==> config.mk <==
export PLATFORM = sky130hd
export DESIGN_NAME = wb_regfile
export DESIGN_NICKNAME = d
export VERILOG_FILES = /design/src/rtl/wb_regfile.sv
export SDC_FILE = /design/constraint.sdc
export NUM_CORES = 2
export LEC_CHECK = 0
export CAP_MARGIN = 20
export CORE_AREA = 2 2 434 436
export DETAILED_ROUTE_END_ITERATION = 8
export DIE_AREA = 0 0 436 438
export DONT_BUFFER_PORTS = 1
export PLACE_DENSITY = 0.52
export SETUP_SLACK_MARGIN = 0.1
export SLEW_MARGIN = 20
export SYNTH_ARGS = -nofsm -noshare
export SYNTH_HDL_FRONTEND = slang
export SYNTH_SLANG_ARGS = --single-unit
==> constraint.sdc <==
create_clock -name CLK -period 39.5 [get_ports CLK]
set_clock_uncertainty 0.1 [all_clocks]
set_input_delay 3.95 -clock CLK [delete_from_list [all_inputs] [get_ports CLK]]
set_output_delay 3.95 -clock CLK [all_outputs]
set_load 0.02 [all_outputs]
==> src/rtl/wb_regfile.sv <==
// Write-back stage register file: 32 x 32 storage with a write-back source mux,
// sub-word load extraction and a same-cycle write-through bypass on both read ports.
module wb_regfile (
    input  logic        CLK,
    input  logic        Reset,
    input  logic [1:0]  RegDst,
    input  logic        RegWr,
    input  logic [1:0]  Digit,
    input  logic        immres,
    input  logic [1:0]  cmp,
    input  logic [31:0] AluOutput,
    input  logic [31:0] PC,
    input  logic [31:0] extend,
    input  logic [31:0] MemData,
    input  logic [4:0]  WrAddr,
    input  logic [4:0]  rs,
    input  logic [4:0]  rt,
    output logic [31:0] ReadData1,
    output logic [31:0] ReadData2,
    output logic [31:0] WrData
);

    typedef enum logic [1:0] {
        SRC_ALU = 2'b00,
        SRC_MEM = 2'b01,
        SRC_PC4 = 2'b10,
        SRC_CMP = 2'b11
    } wbSrc_t;

    typedef enum logic [1:0] {
        LD_WORD  = 2'b00,
        LD_HALF  = 2'b01,
        LD_BYTE  = 2'b10,
        LD_UBYTE = 2'b11
    } ldWidth_t;

    logic [31:0] regs [32];
    logic [15:0] halfLane;
    logic [7:0]  byteLane;
    logic [31:0] loadValue;
    logic        writeHit;

    // Only the byte offset of the address and the less-than flag matter here.
    logic unusedBits;
    assign unusedBits = ^{cmp[1], AluOutput[31:2]};

    // NOTE: every output of a combinational block gets a default before the case,
    // otherwise an unlisted path holds its old value and a latch is inferred.
    always_comb begin
        halfLane  = AluOutput[1] ? MemData[31:16] : MemData[15:0];
        byteLane  = MemData[7:0];
        loadValue = MemData;
        case (AluOutput[1:0])
            2'd1:    byteLane = MemData[15:8];
            2'd2:    byteLane = MemData[23:16];
            2'd3:    byteLane = MemData[31:24];
            default: byteLane = MemData[7:0];
        endcase
        case (ldWidth_t'(Digit))
            LD_HALF:  loadValue = {{16{halfLane[15]}}, halfLane};
            LD_BYTE:  loadValue = {{24{byteLane[7]}}, byteLane};
            LD_UBYTE: loadValue = {24'd0, byteLane};
            default:  loadValue = MemData;
        endcase
    end

    always_comb begin
        WrData = AluOutput;
        if (immres) begin
            WrData = extend;
        end else begin
            case (wbSrc_t'(RegDst))
                SRC_MEM: WrData = loadValue;
                SRC_PC4: WrData = PC + 32'd4;
                SRC_CMP: WrData = {31'd0, cmp[0]};
                default: WrData = AluOutput;
            endcase
        end
    end

    assign writeHit = RegWr && (WrAddr != 5'd0);

    // NOTE: the array is built from flops, not a RAM macro, so it can be cleared
    // asynchronously; reset drops every register to 0 the moment Reset rises.
    // NOTE: state is updated with non-blocking assignments so every register
    // samples its inputs from the same pre-edge values.
    always_ff @(posedge CLK or posedge Reset) begin
        if (Reset) begin
            for (int i = 0; i < 32; i++) begin
                regs[i] <= '0;
            end
        end else if (writeHit) begin
            regs[WrAddr] <= WrData;
        end
    end

    // Bypass takes priority over storage so it stays visible even during reset.
    assign ReadData1 = (rs == 5'd0) ? 32'd0 :
                       (writeHit && rs == WrAddr) ? WrData : regs[rs];
    assign ReadData2 = (rt == 5'd0) ? 32'd0 :
                       (writeHit && rt == WrAddr) ? WrData : regs[rt];

endmodule

==> impl_metrics.tcl <==
set metrics [dict create \
    cellLeakagePower_uw 0.0255 \
    pwr-share-clk_pct 34.1 \
    cts_buffers 102 \
    ys_seq_area_share_pct 46.2 \
    routed-via-count 40008 \
    grt_pass1_vias 40440 \
    ant_nets 0 \
    largest_register_ffs 1024 \
    maxCapViolCount 0 \
    drt-total-wl_um 198000 \
    max_slew_margin_pct 17.8 \
    grt-ovfl-total 0 \
    cts_root_buffer "clkbuf_16" \
    drc 0 \
    pwr-share-seq_pct 45.3 \
    rsz0062_at_grt "no" \
    postCtsSetupBuffers 0 \
    clkLatencyLatePin_ns 0.71 \
    syn_inst 4963 \
    cp_cell_sequence "xor2_1, nor3_1, and4_4, buf_4, a211oi_1, a211oi_1, buf_4" \
    synth-warning-count 0 \
    ys_ff_latch 1024 \
    crit_slowest_cell "a211oi_1" \
    slew_viol_final 0 \
    critPathLaunchType "input port" \
    synth_common_cells "nand2_1 (1121), dfrtp_1 (1024), o21ai_0 (960)" \
    drive_gt1_share_pct 20.2 \
    hpwl_um 110000 \
    syn_nets 5117 \
    core.rowCount 159 \
    p_per_area_nw_per_um2 50.6 \
    p_sw_share_pct 29.2 \
    area_growth_pct 9.59 \
    cts_resized 0 \
    reg2reg_slack_ns 38.66 \
    critPathMaxStageDelay_ns 0.80 \
    core_region_area_um2 187000 \
    post_drt_via_cell_ratio 5.55 \
    setup_viol 0 \
    cts_tree "built" \
    critPathKind "in -> out" \
    final_util_pct 32.6 \
    design.die.area_um2 191000 \
    final_nets 4783 \
    p_comb_share_pct 20.6 \
    drtIter0Drc 3445 \
    synth_most_common_cell "nand2_1" \
    fin_crit_ns 11.48 \
    ctsLongestPathBuffers 3 \
    worstHoldPathCells 0 \
    crit_path_end_kind "output pin" \
    p_int_uw 2180 \
    finalHoldViolCount 0 \
    critPathRequiredTime_ns 35.45 \
    grt_max_degree 269 \
    start_util_pct 29.7 \
    largestRegisters "regs: 1024 flops" \
    crit_fanout 246 \
    synthArstFlopShare_pct 100 \
    antenna_found_initial 3 \
    clk_pin_slew_ns 0.06 \
    r2r_cells 2 \
    fin_tns_setup_ns 0 \
    yosysTopAreaCellShare_pct 46.2 \
    syn_area_um2 55500 \
    synthDistinctLibCells 87 \
    grt_use_total_pct 20.6 \
    die_w_um 436 \
    place.gp.congestion 0.866 \
    r2r_start "regs[658]" \
    htree_num_levels 3 \
    die_h_um 438 \
    fillers 18893 \
    vdd_drop_max_uv 34.1 \
    crit_arrival_ns 7.43 \
    postSynthAreaPerCell_um2 11.2 \
    io_pins 249 \
    timing.fmax_ghz 0.0871 \
    cts_sinks 1024 \
    hp-class "reg -> reg" \
    synth_area_leader_cell "dfrtp_1" \
    top_register "regs" \
    whs_endpoint "regs[1022]" \
    worstMarginPinSlew_ns 1.24 \
    dr.pass1.iters 5 \
    worstReg2RegEnd "regs[658]" \
    worstHoldStart "regs[1022]" \
    cts.hold.buffers_added 0 \
    switching_power_uw 898 \
    synth_edf_count 0 \
    post_drt_wl_per_cell_um 27.5 \
    netlist_top_cells_area "dfrtp_1 (46%), mux4_2 (23%), o21ai_0 (8.7%)" \
    post-route-period-util_pct 29.1 \
    grt_pass1_wl_um 290000 \
    io_buffers 0 \
    ys.flop_type "dfrtp_1" \
    status "finished, final reports clean" \
]
## final cells by class
type	instances	area [µm²]	share of cell area (%)
Clock buffer	141	2860	4.70
Clock inverter	43	657	1.08
Sequential cell	1024	25600	42.1
Antenna cell	2	5.00	0.00823
Timing Repair Buffer	92	716	1.18
Inverter	41	164	0.270
Multi-Input combinational cell	3368	27700	45.5
Tap cell	2495	3120	5.13
## stage by stage
stage	instance area [µm²]	cells	hold slack (ns)	total power [µW]	worst slack [ns]
after floorplan	55500	4963	0.341	1890	6.63
after global placement	57300	7020	0.277	2020	28.46
after global routing	60800	7206	0.309	3230	28.36
after CTS	60800	7204	0.298	3090	28.45
final	60800	7206	0.297	3080	28.02
after detailed placement	57300	7020	0.283	2040	28.47
## worst max-delay path, delay by kind of cell
| kind | cells | cell delay, ns |
|---|---|---|
| xor+xnor | 1 | 0.34 |
| simple gates | 2 | 0.87 |
| compound gates | 2 | 0.92 |
| buf+inv | 2 | 0.92 |
## power by group through the flow
| stage | sequential [µW] | combinational (µW) | clock (µW) |
|---|---|---|---|
| after floorplan | 1370 | 519 | 0 |
| after global placement | 1390 | 622 | 0 |
| after detailed placement | 1410 | 635 | 0 |
| after CTS | 1390 | 635 | 1070 |
| after global routing | 1420 | 694 | 1110 |
| final | 1400 | 633 | 1050 |
## cell families (layout without fill, tap and decap cells)
group | after synthesis | after routing | share of synthesized area [%]
simple gates | 1350 | 1350 | 10.1
fa+ha+maj | 1 | 1 | 0.0225
compound gates | 1309 | 1309 | 13.2
flops | 1024 | 1024 | 46.2
mux | 682 | 682 | 25.3
other cells | 0 | 2 | 0
buf+inv | 571 | 317 | 4.78
xor+xnor | 26 | 26 | 0.410
## metal layers
metal	GRT usage, %	part of all wire, %	routed length, µm	up-vias
met5	0	0.0066	13	-
met3	3.04	5.9	11600	430
met2	35.4	50	98000	1484
met4	11.0	5.8	11600	2
met1	24.8	39	76600	20623
li1	-	-	-	17469
## cell usage in the layout (no fill, tap or decap), types with 37 or more instances in the layout
cell	n
a21oi_1	68
buf_4	90
clkbuf_16	103
dfrtp_1	1024
inv_1	37
mux2i_1	91
mux4_2	571
nand2_1	1090
nor2_1	57
o21ai_0	959
o21ai_1	53
## how the worst max path moves through the flow
stage	slack (ns)	end	cells past startpoint	startpoint
after floorplan	6.63	regs[0]	1	Reset
after global placement	28.46	ReadData2[16]	6	WrAddr[2]
after detailed placement	28.47	ReadData2[16]	6	WrAddr[2]
after CTS	28.45	ReadData2[16]	6	WrAddr[2]
after global routing	28.36	ReadData2[16]	6	WrAddr[2]
final	28.02	ReadData2[16]	7	rt[1]
Power figures use the tool's default switching activity.
